## config.mk

```make
export PLATFORM = sky130hd
export DESIGN_NAME = turn_sequencer_flat
export DESIGN_NICKNAME = d
export VERILOG_FILES = /design/src/rtl/game_pkg.sv /design/src/rtl/turn_sequencer_if.sv /design/src/rtl/turn_sequencer_timer.sv /design/src/rtl/turn_sequencer.sv /design/src/flat_wrapper.sv
export SDC_FILE = /design/constraint.sdc
export NUM_CORES = 1
export LEC_CHECK = 0
export CAP_MARGIN = 15
export CORE_MARGIN = 1.5
export CORE_UTILIZATION = 30
export DETAILED_ROUTE_END_ITERATION = 8
export GPL_TIMING_DRIVEN = 0
export PLACE_DENSITY = 0.48
export RECOVER_POWER = 50
export SYNTH_ARGS = -nofsm -noshare
export SYNTH_HDL_FRONTEND = slang
export SYNTH_SLANG_ARGS = --single-unit
```

## constraint.sdc

```tcl
create_clock -name clk -period 2.5 [get_ports clk]
set_input_delay 0.25 -clock clk [delete_from_list [all_inputs] [get_ports clk]]
set_output_delay 0.25 -clock clk [all_outputs]
set_load 0.005 [all_outputs]
```

## src/rtl/game_pkg.sv

```systemverilog
// Shared Connect-4 game definitions: player codes, board size, sequencer
// states and small column helpers.
package game_pkg;

    localparam logic [1:0] P_NONE = 2'b00;
    localparam logic [1:0] P1     = 2'b01;
    localparam logic [1:0] P2     = 2'b10;
    localparam logic [1:0] P_DRAW = 2'b11;

    localparam int N_COLS = 7;
    localparam int N_ROWS = 6;

    localparam logic [N_COLS-1:0] ALL_FULL = '1;

    typedef enum logic [2:0] {
        IDLE,
        WAIT_MOVE,
        ISSUE,
        WAIT_ACK,
        SETTLE,
        GAME_OVER
    } seq_state_t;

    // Index of the lowest set bit; 0 when nothing is set.
    function automatic logic [2:0] lowest_col(input logic [N_COLS-1:0] v);
        lowest_col = 3'd0;
        for (int c = N_COLS - 1; c >= 0; c--) begin
            if (v[c]) lowest_col = 3'(c);
        end
    endfunction

    function automatic logic [N_COLS-1:0] col_onehot(input logic [2:0] c);
        col_onehot = {{(N_COLS-1){1'b0}}, 1'b1} << c;
    endfunction

    function automatic logic [1:0] other_player(input logic [1:0] p);
        other_player = (p == P1) ? P2 : P1;
    endfunction

endpackage

```

## src/rtl/turn_sequencer_if.sv

```systemverilog
// Bundle between the turn sequencer and the rest of the game datapath.
// slave = sequencer side, master = environment (buttons, drop block, win checker).
interface turn_sequencer_if;
    import game_pkg::*;

    logic              start;
    logic [N_COLS-1:0] p1_req;
    logic [N_COLS-1:0] p2_req;
    logic [N_COLS-1:0] col_full;
    logic [1:0]        win;
    logic              inserted;

    logic [N_COLS-1:0] pulses;
    logic [1:0]        jugador;
    logic              juego_terminado;
    logic [1:0]        winner;
    logic [3:0]        secs_left;
    logic              auto_move;
    logic              drop_err;

    modport slave (
        input  start, p1_req, p2_req, col_full, win, inserted,
        output pulses, jugador, juego_terminado, winner, secs_left,
               auto_move, drop_err
    );

    modport master (
        output start, p1_req, p2_req, col_full, win, inserted,
        input  pulses, jugador, juego_terminado, winner, secs_left,
               auto_move, drop_err
    );

endinterface

```

## src/rtl/turn_sequencer_timer.sv

```systemverilog
// Per-turn countdown: a prescaler dividing the clock to seconds and a
// saturating seconds counter. expire_o flags the wrap that takes 1 -> 0.
module turn_timer #(
    parameter int CYCLES_PER_SEC = 25_000_000,
    parameter int TURN_SECONDS   = 10
) (
    input  logic       clk,
    input  logic       reset,
    input  logic       load_i,
    input  logic       enable_i,
    output logic [3:0] secs_left_o,
    output logic       expire_o
);

    localparam int PW = (CYCLES_PER_SEC > 1) ? $clog2(CYCLES_PER_SEC) : 1;

    logic [PW-1:0] presc_q, presc_d;
    logic [3:0]    secs_q, secs_d;
    logic          wrap;

    assign wrap        = (presc_q == PW'(CYCLES_PER_SEC - 1));
    assign expire_o    = enable_i & ~load_i & wrap & (secs_q == 4'd1);
    assign secs_left_o = secs_q;

    // Next prescaler / seconds value: load wins, otherwise count while enabled.
    always_comb begin
        presc_d = presc_q;
        secs_d  = secs_q;
        if (load_i) begin
            presc_d = '0;
            secs_d  = 4'(TURN_SECONDS);
        end else if (enable_i) begin
            if (wrap) begin
                presc_d = '0;
                if (secs_q != 4'd0) secs_d = secs_q - 4'd1;
            end else begin
                presc_d = presc_q + 1'b1;
            end
        end
    end

    // Counter registers.
    always_ff @(posedge clk or posedge reset) begin
        if (reset) begin
            presc_q <= '0;
            secs_q  <= 4'(TURN_SECONDS);
        end else begin
            presc_q <= presc_d;
            secs_q  <= secs_d;
        end
    end

endmodule

```

## src/rtl/turn_sequencer.sv

```systemverilog
// Game-level turn controller: arbitrates column requests from the player
// whose turn it is, issues one one-hot column pulse per turn, waits for the
// drop block to acknowledge, lets the board settle, then decides win, draw
// or next turn. A countdown forces a move into the lowest free column.
module turn_sequencer
    import game_pkg::*;
#(
    parameter int         CYCLES_PER_SEC = 25_000_000,
    parameter int         TURN_SECONDS   = 10,
    parameter int         SETTLE_CYCLES  = 12_500_001,
    parameter int         ACK_TIMEOUT    = 64,
    parameter logic [1:0] FIRST_PLAYER   = 2'b01
) (
    input logic             clk,
    input logic             reset,
    turn_sequencer_if.slave bus
);

    localparam int AW = (ACK_TIMEOUT > 1)   ? $clog2(ACK_TIMEOUT)   : 1;
    localparam int SW = (SETTLE_CYCLES > 1) ? $clog2(SETTLE_CYCLES) : 1;

    seq_state_t        state_q, state_d;
    logic [2:0]        col_q, col_d;
    logic [AW-1:0]     ack_cnt_q, ack_cnt_d;
    logic [SW-1:0]     settle_cnt_q, settle_cnt_d;
    logic [1:0]        jugador_q, jugador_d;
    logic [1:0]        winner_q, winner_d;
    logic [N_COLS-1:0] pulses_q, pulses_d;
    logic              auto_move_q, auto_move_d;
    logic              drop_err_q, drop_err_d;
    logic              over_q, over_d;

    logic              timer_load;
    logic              timer_en;
    logic              expire;
    logic [3:0]        secs_left;
    logic [N_COLS-1:0] req;

    turn_timer #(
        .CYCLES_PER_SEC (CYCLES_PER_SEC),
        .TURN_SECONDS   (TURN_SECONDS)
    ) u_timer (
        .clk         (clk),
        .reset       (reset),
        .load_i      (timer_load),
        .enable_i    (timer_en),
        .secs_left_o (secs_left),
        .expire_o    (expire)
    );

    // Only the current player's requests to non-full columns count.
    assign req = ((jugador_q == P1) ? bus.p1_req : bus.p2_req) & ~bus.col_full;

    // Next-state and registered-output decode.
    always_comb begin
        state_d      = state_q;
        col_d        = col_q;
        ack_cnt_d    = ack_cnt_q;
        settle_cnt_d = settle_cnt_q;
        jugador_d    = jugador_q;
        winner_d     = winner_q;
        pulses_d     = '0;
        auto_move_d  = 1'b0;
        drop_err_d   = 1'b0;
        timer_load   = 1'b0;
        timer_en     = 1'b0;

        case (state_q)
            IDLE: begin
                if (bus.start) begin
                    state_d    = WAIT_MOVE;
                    timer_load = 1'b1;
                end
            end
            WAIT_MOVE: begin
                timer_en = 1'b1;
                if (bus.col_full == ALL_FULL) begin
                    winner_d = P_DRAW;
                    state_d  = GAME_OVER;
                end else if (req != '0) begin
                    col_d    = lowest_col(req);
                    pulses_d = col_onehot(col_d);
                    state_d  = ISSUE;
                end else if (expire) begin
                    col_d       = lowest_col(~bus.col_full);
                    pulses_d    = col_onehot(col_d);
                    auto_move_d = 1'b1;
                    state_d     = ISSUE;
                end
            end
            ISSUE: begin
                ack_cnt_d = '0;
                state_d   = WAIT_ACK;
            end
            WAIT_ACK: begin
                if (bus.inserted) begin
                    settle_cnt_d = '0;
                    state_d      = SETTLE;
                end else if (ack_cnt_q == AW'(ACK_TIMEOUT - 1)) begin
                    drop_err_d = 1'b1;
                    state_d    = WAIT_MOVE;
                end else begin
                    ack_cnt_d = ack_cnt_q + 1'b1;
                end
            end
            SETTLE: begin
                if (settle_cnt_q == SW'(SETTLE_CYCLES - 1)) begin
                    if (bus.win != P_NONE) begin
                        winner_d = bus.win;
                        state_d  = GAME_OVER;
                    end else if (bus.col_full == ALL_FULL) begin
                        winner_d = P_DRAW;
                        state_d  = GAME_OVER;
                    end else begin
                        jugador_d  = other_player(jugador_q);
                        timer_load = 1'b1;
                        state_d    = WAIT_MOVE;
                    end
                end else begin
                    settle_cnt_d = settle_cnt_q + 1'b1;
                end
            end
            GAME_OVER: begin
                state_d = GAME_OVER;
            end
            default: begin
                state_d = IDLE;
            end
        endcase

        over_d = (state_d == IDLE) || (state_d == GAME_OVER);
    end

    // State and output registers.
    always_ff @(posedge clk or posedge reset) begin
        if (reset) begin
            state_q      <= IDLE;
            col_q        <= '0;
            ack_cnt_q    <= '0;
            settle_cnt_q <= '0;
            jugador_q    <= FIRST_PLAYER;
            winner_q     <= P_NONE;
            pulses_q     <= '0;
            auto_move_q  <= 1'b0;
            drop_err_q   <= 1'b0;
            over_q       <= 1'b1;
        end else begin
            state_q      <= state_d;
            col_q        <= col_d;
            ack_cnt_q    <= ack_cnt_d;
            settle_cnt_q <= settle_cnt_d;
            jugador_q    <= jugador_d;
            winner_q     <= winner_d;
            pulses_q     <= pulses_d;
            auto_move_q  <= auto_move_d;
            drop_err_q   <= drop_err_d;
            over_q       <= over_d;
        end
    end

    assign bus.pulses          = pulses_q;
    assign bus.jugador         = jugador_q;
    assign bus.juego_terminado = over_q;
    assign bus.winner          = winner_q;
    assign bus.secs_left       = secs_left;
    assign bus.auto_move       = auto_move_q;
    assign bus.drop_err        = drop_err_q;

endmodule

```

## src/flat_wrapper.sv

```systemverilog
// flat-port wrapper written by rule: the top's interface ports become plain ports
module turn_sequencer_flat import game_pkg::*;
#(
    parameter int         CYCLES_PER_SEC = 25_000_000,
    parameter int         TURN_SECONDS   = 10,
    parameter int         SETTLE_CYCLES  = 12_500_001,
    parameter int         ACK_TIMEOUT    = 64,
    parameter logic [1:0] FIRST_PLAYER   = 2'b01
)
  (clk, reset, bus_start, bus_p1_req, bus_p2_req, bus_col_full, bus_win, bus_inserted, bus_pulses, bus_jugador, bus_juego_terminado, bus_winner, bus_secs_left, bus_auto_move, bus_drop_err);
  turn_sequencer_if bus_i ();
  input logic clk;
  input logic reset;
  input wire logic [$bits(bus_i.start)-1:0] bus_start;
  input wire logic [$bits(bus_i.p1_req)-1:0] bus_p1_req;
  input wire logic [$bits(bus_i.p2_req)-1:0] bus_p2_req;
  input wire logic [$bits(bus_i.col_full)-1:0] bus_col_full;
  input wire logic [$bits(bus_i.win)-1:0] bus_win;
  input wire logic [$bits(bus_i.inserted)-1:0] bus_inserted;
  output wire logic [$bits(bus_i.pulses)-1:0] bus_pulses;
  output wire logic [$bits(bus_i.jugador)-1:0] bus_jugador;
  output wire logic [$bits(bus_i.juego_terminado)-1:0] bus_juego_terminado;
  output wire logic [$bits(bus_i.winner)-1:0] bus_winner;
  output wire logic [$bits(bus_i.secs_left)-1:0] bus_secs_left;
  output wire logic [$bits(bus_i.auto_move)-1:0] bus_auto_move;
  output wire logic [$bits(bus_i.drop_err)-1:0] bus_drop_err;
  assign bus_i.start = bus_start;
  assign bus_i.p1_req = bus_p1_req;
  assign bus_i.p2_req = bus_p2_req;
  assign bus_i.col_full = bus_col_full;
  assign bus_i.win = bus_win;
  assign bus_i.inserted = bus_inserted;
  assign bus_pulses = bus_i.pulses;
  assign bus_jugador = bus_i.jugador;
  assign bus_juego_terminado = bus_i.juego_terminado;
  assign bus_winner = bus_i.winner;
  assign bus_secs_left = bus_i.secs_left;
  assign bus_auto_move = bus_i.auto_move;
  assign bus_drop_err = bus_i.drop_err;
  turn_sequencer #(.CYCLES_PER_SEC(CYCLES_PER_SEC), .TURN_SECONDS(TURN_SECONDS), .SETTLE_CYCLES(SETTLE_CYCLES), .ACK_TIMEOUT(ACK_TIMEOUT), .FIRST_PLAYER(FIRST_PLAYER)) u_core (.clk(clk), .reset(reset), .bus(bus_i));
endmodule
```

==> impl_metrics.ini <==
[sta]
skew_ns = 0.00705
hold_viol_final = 0
setup_viol = 0
rsz0062_at_grt = no
timing.final.ws_setup_ns = 0.149
worst_pin_slew_ns = 0.966
post-route-period-util_pct = 94.0
min_period_ns = 2.35
max_slew_margin_pct = 35.3
slew_violations = 0
clock.fmax_ghz = 0.425

[layout]
final_cell_mix = dfrtp_1, nor2_1, nand2_1, clkdlybuf4s50_1, xor2_1
finalNonFillerCells = 732
stdcell_area_sq_um = 5600
final_common_cell = dfrtp_1
drive_gt1_share_pct = 12.6
n_antenna_cell = 0
n_fill_cell = 1474
nNetsFinal = 576
syn_to_final_growth_pct = 26.8

[placed_design]
dpl.hpwl_microns = 8580
dpl.cell_count = 706
gp_congestion = 0.808
dp_slack_ns = -0.343
io_buffers = 44
postPlaceCellArea_sq_um = 5120

[critical_path]
worstPathMaxFanout = 9
crit_arrival_ns = 2.57
required_ns = 2.72
endpoint_kind = register
worstSetupPathType = register to register
start_kind = register

[floorplanning]
initial_core_util_pct = 30.5
fp.dieW_microns = 124
fp.dieH_microns = 124
die_area_sq_um = 15500
rows = 44
ioPinCount = 45
core_area_sq_um = 14500

[power]
p_leak_nw = 2.39
vdd_drop_max_v = 0.000429
finalPower_w = 0.00434
power_density_nw_per_um2 = 775

[global_routing]
antenna_found_initial = 0
grt_use_total_pct = 16.0
gr-total-overflow = 0
grt_first_pass_wirelength_microns = 20100
grt_max_degree = 56
grt_pass1_vias = 3843

[route]
postRouteAntennaNets = 0
via_per_inst = 5.20
firstDrtPassIters = 4
wirelength_microns = 11900
drt-wirelength-per-cell_microns = 16.3
drc = 0
drt_iter0_markers = 211
vias = 3808

[logic_synthesis]
synthCells = 477
synth_edf_count = 0
synth_ff_type = dfrtp_1
syn-cell-area_sq_um = 4420
ys_async_sr_fraction_pct = 100
synth-seq-cells = 76
avgSynthCellArea_sq_um = 9.26
synth_fp_nets = 510
yosysSeqAreaShare_pct = 43.2
synth_cell_types = 68
ys_warn_count = 0

[clock_network]
cts_max_path_buffers = 2
cts_max_level = 3
root_buffer = clkbuf_16
cts-buffers-inserted = 9
cts_tree = done
clk_pin_slew_ns = 0.06
worstSkewPairLatency_ns = 0.34
ctsHoldBuffers = 0
clock-sinks = 76

[job]
drv_cap = 0

[outcome]
outcome = finished, final reports clean

[worst_hold_path]
hp-class = register to register
==> Yosys cell counts, drive strengths merged (3+ instances only) <==
master   instances  area share [%]
dfrtp           72              41
nor2            62             5.3
ha               6             1.7
or3              6            0.85
a21oi           17             1.9
nand2           38             3.2
nor3            11             1.6
nand3           22             2.5
a31oi            7            0.99
o21ai           25             2.9
o31ai            5            0.85
dfstp            4             2.4
nor4bb           4            0.91
nor2b            3            0.42
xor2            26             5.2
o2111ai          5            0.99
nand4           16             2.4
clkbuf          14             1.2
nand2b           7            0.99
and4             6             1.2
nor4b            4             1.1
a211oi           7             1.3
and3            11             1.6
a2111oi          5             1.4
xnor2           13             2.6
or4              6             1.0
and2             3            0.42
buf              6            0.71
inv             13             1.1
nor4             6            0.99
a31o             3            0.59
a211o            3            0.59
o211ai           8             1.4
nor3b            4            0.93
==> kinds of logic (layout without fill, tap and decap cells) <==
family	Yosys count	count (layout)	share of synthesized area, %
xor+xnor	39	39	7.73
flops	76	76	43.2
buf+inv	33	104	3.00
mux	4	4	0.963
simple gates	220	220	27.6
compound gates	99	99	15.9
fa+ha+maj	6	6	1.70
==> worst max-delay path, stage by stage (launching register included) <==
cell      delay, ns
dfstp_2        0.61
and2b_2        0.22
o21ai_1        0.15
nand2b_1       0.27
nor4b_4        0.38
nand4_4        0.23
o31ai_2        0.38
==> metrics by stage <==
stage | setup TNS [ns] | hold slack (ns) | utilization, %
2_1_floorplan | 0 | 0.322 | -
3_5_place_dp | -8.25 | 0.524 | 35.4
4_1_cts | 0 | 0.230 | 38.1
3_3_place_gp | -88.55 | 0.515 | 35.1
5_1_grt | 0 | 0.542 | 38.7
6_report | 0 | 0.519 | 38.7
==> final timing paths <==
check	startpoint	end	slack, ns	depth (start not counted)
worst max-delay path	u_core.bus.jugador[0]$_DFFE_PP1P_	u_core.bus.pulses[5]$_DFF_PP0_	0.15	6
worst min-delay path	u_core.settle_cnt_q[1]$_DFFE_PP0P_	u_core.settle_cnt_q[1]$_DFFE_PP0P_	0.52	2
worst max register to register	u_core.bus.jugador[0]$_DFFE_PP1P_	u_core.bus.pulses[5]$_DFF_PP0_	0.15	6
worst min register to register	u_core.settle_cnt_q[1]$_DFFE_PP0P_	u_core.settle_cnt_q[1]$_DFFE_PP0P_	0.52	2
max in group asynchronous	reset	u_core.settle_cnt_q[0]$_DFFE_PP0P_	0.60	3
min in group asynchronous	reset	u_core.u_timer.presc_q[24]$_DFFE_PP0P_	0.53	2
==> power breakdown <==
group / switching (W) / internal [W] / total [W]
clock: 0.000515 / 0.000795 / 0.00131
sequential: 0.000317 / 0.00149 / 0.00181
combinational: 0.000715 / 0.000510 / 0.00123
total: 0.00155 / 0.00280 / 0.00434
==> per-layer routing <==
metal  vias up  global-route usage [%]  share of wire, %
met4         0                    4.73               1.4
met2        40                    26.0                49
met5         -                       0                 0
met3        13                    3.65               2.3
li1       1887                       -                 -
met1      1868                    21.2                47
==> registers in the layout, indices dropped and copies added (netlist names) <==
signal / count
u_core.state_q: 3
u_core.bus.juego_terminado: 1
u_core.bus.drop_err: 1
u_core.settle_cnt_q: 24
u_core.bus.pulses: 7
u_core.bus.auto_move: 1
u_core.bus.jugador: 2
u_core.ack_cnt_q: 6
u_core.bus.winner: 2
u_core.u_timer.secs_left_o: 4
u_core.u_timer.presc_q: 25
==> repair_timing <==
action                     in CTS  in global routing
setup buffers                   2                  9
pin swaps                       4                  6
resized for setup              18                 12
setup endpoints to repair      37                 50
==> layout make-up <==
| type | instances | area [sq um] | share of cell area [%] |
|---|---|---|---|
| timing repair buffer | 56 | 531 | 9.47 |
| clock inverter | 5 | 52.6 | 0.938 |
| inverter | 13 | 50.0 | 0.894 |
| sequential | 76 | 1910 | 34.1 |
| buffer | 19 | 97.6 | 1.74 |
| tap | 184 | 230 | 4.11 |
| clock buffer | 11 | 243 | 4.33 |
| multi-input combinational | 368 | 2490 | 44.4 |
No activity file was read; power rests on OpenSTA's default activity.
==> edit 1, RTL diff (same flow settings) <==
`FIRST_PLAYER` is set to 2'b01 in 2 places; all go to 2'b00.
--- a/src/rtl/turn_sequencer.sv
+++ b/src/rtl/turn_sequencer.sv
@@ -11,3 +11,3 @@
     parameter int         ACK_TIMEOUT    = 64,
-    parameter logic [1:0] FIRST_PLAYER   = 2'b01
+    parameter logic [1:0] FIRST_PLAYER   = 2'b00
 ) (
--- a/src/flat_wrapper.sv
+++ b/src/flat_wrapper.sv
@@ -7,3 +7,3 @@
     parameter int         ACK_TIMEOUT    = 64,
-    parameter logic [1:0] FIRST_PLAYER   = 2'b01
+    parameter logic [1:0] FIRST_PLAYER   = 2'b00
 )
Function: changed (Yosys sat finds a counterexample within 4 cycles, from zero or initial values and one cycle with reset high).
==> edit 1 against the unedited design <==
The run now ends with max-capacitance violations, max-slew violations left; highest routed layer unchanged; worst setup slack worse by 55 ps; sequential cell count stayed put; power is 0.61% higher; die area hardly changed; critical path type unchanged; final area is 0.18% higher; area after synthesis hardly changed; count of clock-buffer cells in the layout is 1 higher; routed wire length is 2.3% lower.
==> edit 1: results <==
timing:
  tns_ps: 0
  hold_ws_ps: 526
  fin_skew_ps: 9.45
  drv_slew: 36
  worstMarginPinSlew_ps: 1660
synthesis:
  synth-compound-area-share_pct: 15.9
  synth-xor-area-share_pct: 7.73
  synthTopCellsByArea: "dfrtp_1, nor2_1, xor2_1, nand2_1, xnor2_1"
  yosysSeqAreaShare_pct: 43.1
  synth_common_cells: "dfrtp_1, nor2_1, nand2_1, xor2_1, nand3_1"
  synth.distinct_cells: 68
  synth_fa_ha_area_share_pct: 1.70
  ys_warn_count: 0
  synth.mux.area_fraction_pct: 0.963
cells_and_area:
  drive_above_1_share_pct: 12.1
  finalNonFillerCells: 728
  nNetsFinal: 572
detailed_routing:
  wl_met1_um: 5680
  wl_met2_um: 5500
  wl_met3_um: 355
  post_drt_wl_per_cell_um: 16.0
  drt_first_pass_iters: 5
  num_vias: 3858
  drt_iter0_drc: 218
global_routing:
  grt_pass1_vias: 3764
  track_usage_pct: 15.4
  grt_max_degree: 42
  grt_pass1_wl_um: 19500
  antenna_found_initial: 0
status:
  violations: "max-capacitance violations, max-slew violations"
  status: "finished with violations"
placement:
  dp_hpwl_um: 8310
  place_congestion: 0.838
  placed_area_sq_um: 5110
power_and_ir_drop:
  p_leak_nw: 2.36
  ir_drop_v: 0.000448
  p_int_mw: 2.83
critical_path:
  reg2reg_slack_ps: 90
  critPathMaxFanout: 9
  critPathLaunch: "u_core.bus.jugador[1]"
flow_run:
  cap_violations: 1
worst_hold_path:
  hold_path.startpoint: "u_core.bus.winner[1]"
-- edit 1: timing repair --
action,in CTS,in global routing
setup endpoints to repair,51,35
resized for setup,15,18
setup buffers,0,7
pin swaps,2,10
-- edit 1: cells by family after synthesis --
kind of cell | Yosys count
simple gates | 220
mux | 4
flops | 76
xor+xnor | 39
compound gates | 99
buf+inv | 33
fa+ha+maj | 6
-- edit 1: final timing paths --
check                           cells after the start                            end
worst max-delay path                                6           u_core.bus.pulses[6]
worst min-delay path                                1           u_core.bus.winner[1]
worst max register to register                      6           u_core.bus.pulses[6]
worst min register to register                      1           u_core.bus.winner[1]
max in group asynchronous                           3  u_core.u_timer.secs_left_o[3]
min in group asynchronous                           2     u_core.u_timer.presc_q[19]
-- edit 1: area by class of cell --
cell class	count	area, sq um
clock buffer	12	256
tap	184	230
buffer	19	91.3
fill	1452	8870
inverter	13	50.0
timing repair buffer	52	513
sequential	76	1910
clock inverter	4	47.5
multi-input combinational	368	2510
-- edit 1: critical path, cell delays in order (launching register included) --
cell and delay, ps:
dfrtp_2 460, and2b_2 300, o21ai_1 180, nand2b_2 280, nor4b_4 480, nand4_4 240, o41ai_2 360
-- edit 1: power by group through the flow --
stage | clock (mW) | sequential (mW) | combinational (mW)
after detailed placement | 0 | 1.80 | 1.11
after CTS | 1.37 | 1.82 | 1.12
final | 1.33 | 1.80 | 1.23
after floorplan | 0 | 1.73 | 0.774
after global placement | 0 | 1.80 | 1.09
after global routing | 1.44 | 1.85 | 1.39
-- edit 1: through the flow --
step | setup WS (ps) | util (%) | total power [mW]
global route | -2.02 | 38.7 | 4.67
CTS | 3.74 | 37.9 | 4.31
detailed placement | -417 | 35.3 | 2.92
floorplan | 177 | - | 2.50
finish | 93.8 | 38.7 | 4.37
global placement | -1130 | 35.1 | 2.90
-- edit 1: layer usage --
| metal | global-route usage [%] | up-vias |
|---|---|---|
| li1 | - | 1877 |
| met1 | 21.2 | 1907 |
| met2 | 24.6 | 61 |
| met3 | 3.18 | 13 |
| met4 | 3.92 | 0 |
| met5 | 0 | - |
==> edit 2, RTL diff (same settings) <==
Made on the original files. Make the reset (`reset`) synchronous in 2 clocked blocks.
--- a/src/rtl/turn_sequencer_timer.sv
+++ b/src/rtl/turn_sequencer_timer.sv
@@ -42,3 +42,3 @@
     // Counter registers.
-    always_ff @(posedge clk or posedge reset) begin
+    always_ff @(posedge clk) begin
         if (reset) begin
--- a/src/rtl/turn_sequencer.sv
+++ b/src/rtl/turn_sequencer.sv
@@ -134,3 +134,3 @@
     // State and output registers.
-    always_ff @(posedge clk or posedge reset) begin
+    always_ff @(posedge clk) begin
         if (reset) begin
Check against the original RTL: differs if reset is asserted again (counterexample within 4 cycles, from zero or initial values and one cycle with reset high); with reset held inactive, the same outputs for 10 cycles.
==> edit 2 against the unedited design <==
Non-clock buffer count decreased by 12; final area shrank 12%; area after synthesis down 12%; routed wire length decreased by 23%; critical path depth increased by 1; worst setup slack better by 5.1 ps; sequential cell count unchanged; first-iteration DRC count fell by 25%; final cell count shrank 4.2%; global-route usage is 1.7 points lower.
Power is not compared: it rests on default switching activity, and its combinational part moved more than twofold at a synthesized area within 25%.
==> edit 2: results <==
global_routing:
  grt_pass1_vias: 3257
  grt_max_degree: 15
  grt_pass1_wl_um: 15200
  track_usage_pct: 14.3
placement:
  placed_area_sq_um: 4540
  place_ws_ps: -338
  place_congestion: 0.731
  dp_cells: 681
  dp_hpwl_um: 6800
critical_path:
  r2r_end: "u_core.settle_cnt_q[12]"
  r2r_cells: 7
  critPathMaxFanout: 10
  critPathLaunch: "u_core.settle_cnt_q[10]"
cells_and_area:
  seq_area_sq_um: 1520
  nNetsFinal: 557
  fillers: 1330
  finalNonFillerCells: 701
synthesis:
  synth.mux.area_fraction_pct: 1.29
  synth-xor-area-share_pct: 9.46
  syn_area_sq_um: 3890
  synthesis.nets: 498
  synth.distinct_cells: 67
  synthCells: 465
  yosysSeqAreaShare_pct: 39.1
  synth_fa_ha_area_share_pct: 1.93
  async_reset_ff_share_pct: 0
  synth_common_cells: "dfxtp_1, nor2_1, nand2_1, a21oi_1, xor2_1"
  synthTopCellsByArea: "dfxtp_1, nor2_1, xor2_1, xnor2_1, nand2_1"
clocking:
  post_cts_resized: 4
  clkTransAtPathRegs_ps: 60
  post-cts-setup-buffer-count: 0
timing:
  hold_ws_ps: 485
  fin_skew_ps: 9.20
  worstMarginPinSlew_ps: 648
  min_period_over_period_pct: 93.8
detailed_routing:
  wl_met3_um: 385
  wl_met2_um: 4110
  drt_iter0_drc: 159
  wl_met1_um: 4480
  post_drt_wl_per_cell_um: 13.0
status:
  status: "finished clean"
worst_hold_path:
  hold_path.startpoint: "u_core.ack_cnt_q[1]"
[edit 2: changes by cell type in the layout (fill, tap and decap cells not counted), sizes merged, moves of 11 or more]
cell           before  now
clkdlybuf4s50      36   25
dfrtp              72    0
dfxtp               0   76
dlygate4sd3         8   19
nor2               62   74
[edit 2: layer usage]
layer	track usage [%]	vias up
met5	0	-
met4	6.02	0
met3	3.30	12
met2	23.1	59
met1	18.4	1599
li1	-	1760
[edit 2: critical path, cell delays in order, from the launching register on]
cell and delay (ps):
dfxtp_1 440, nand4_4 150, or4_4 560, or3_4 430, a21oi_2 230, buf_4 220
or3_1 120, a21oi_1 60
[edit 2: layout make-up]
class,instances,area share (%)
Inverter,17,1.29
Multi-Input combinational cell,357,46.5
Buffer,15,1.46
Timing Repair Buffer,48,9.49
Tap cell,172,4.34
Sequential cell,76,30.7
Clock buffer,10,4.82
Clock inverter,6,1.41
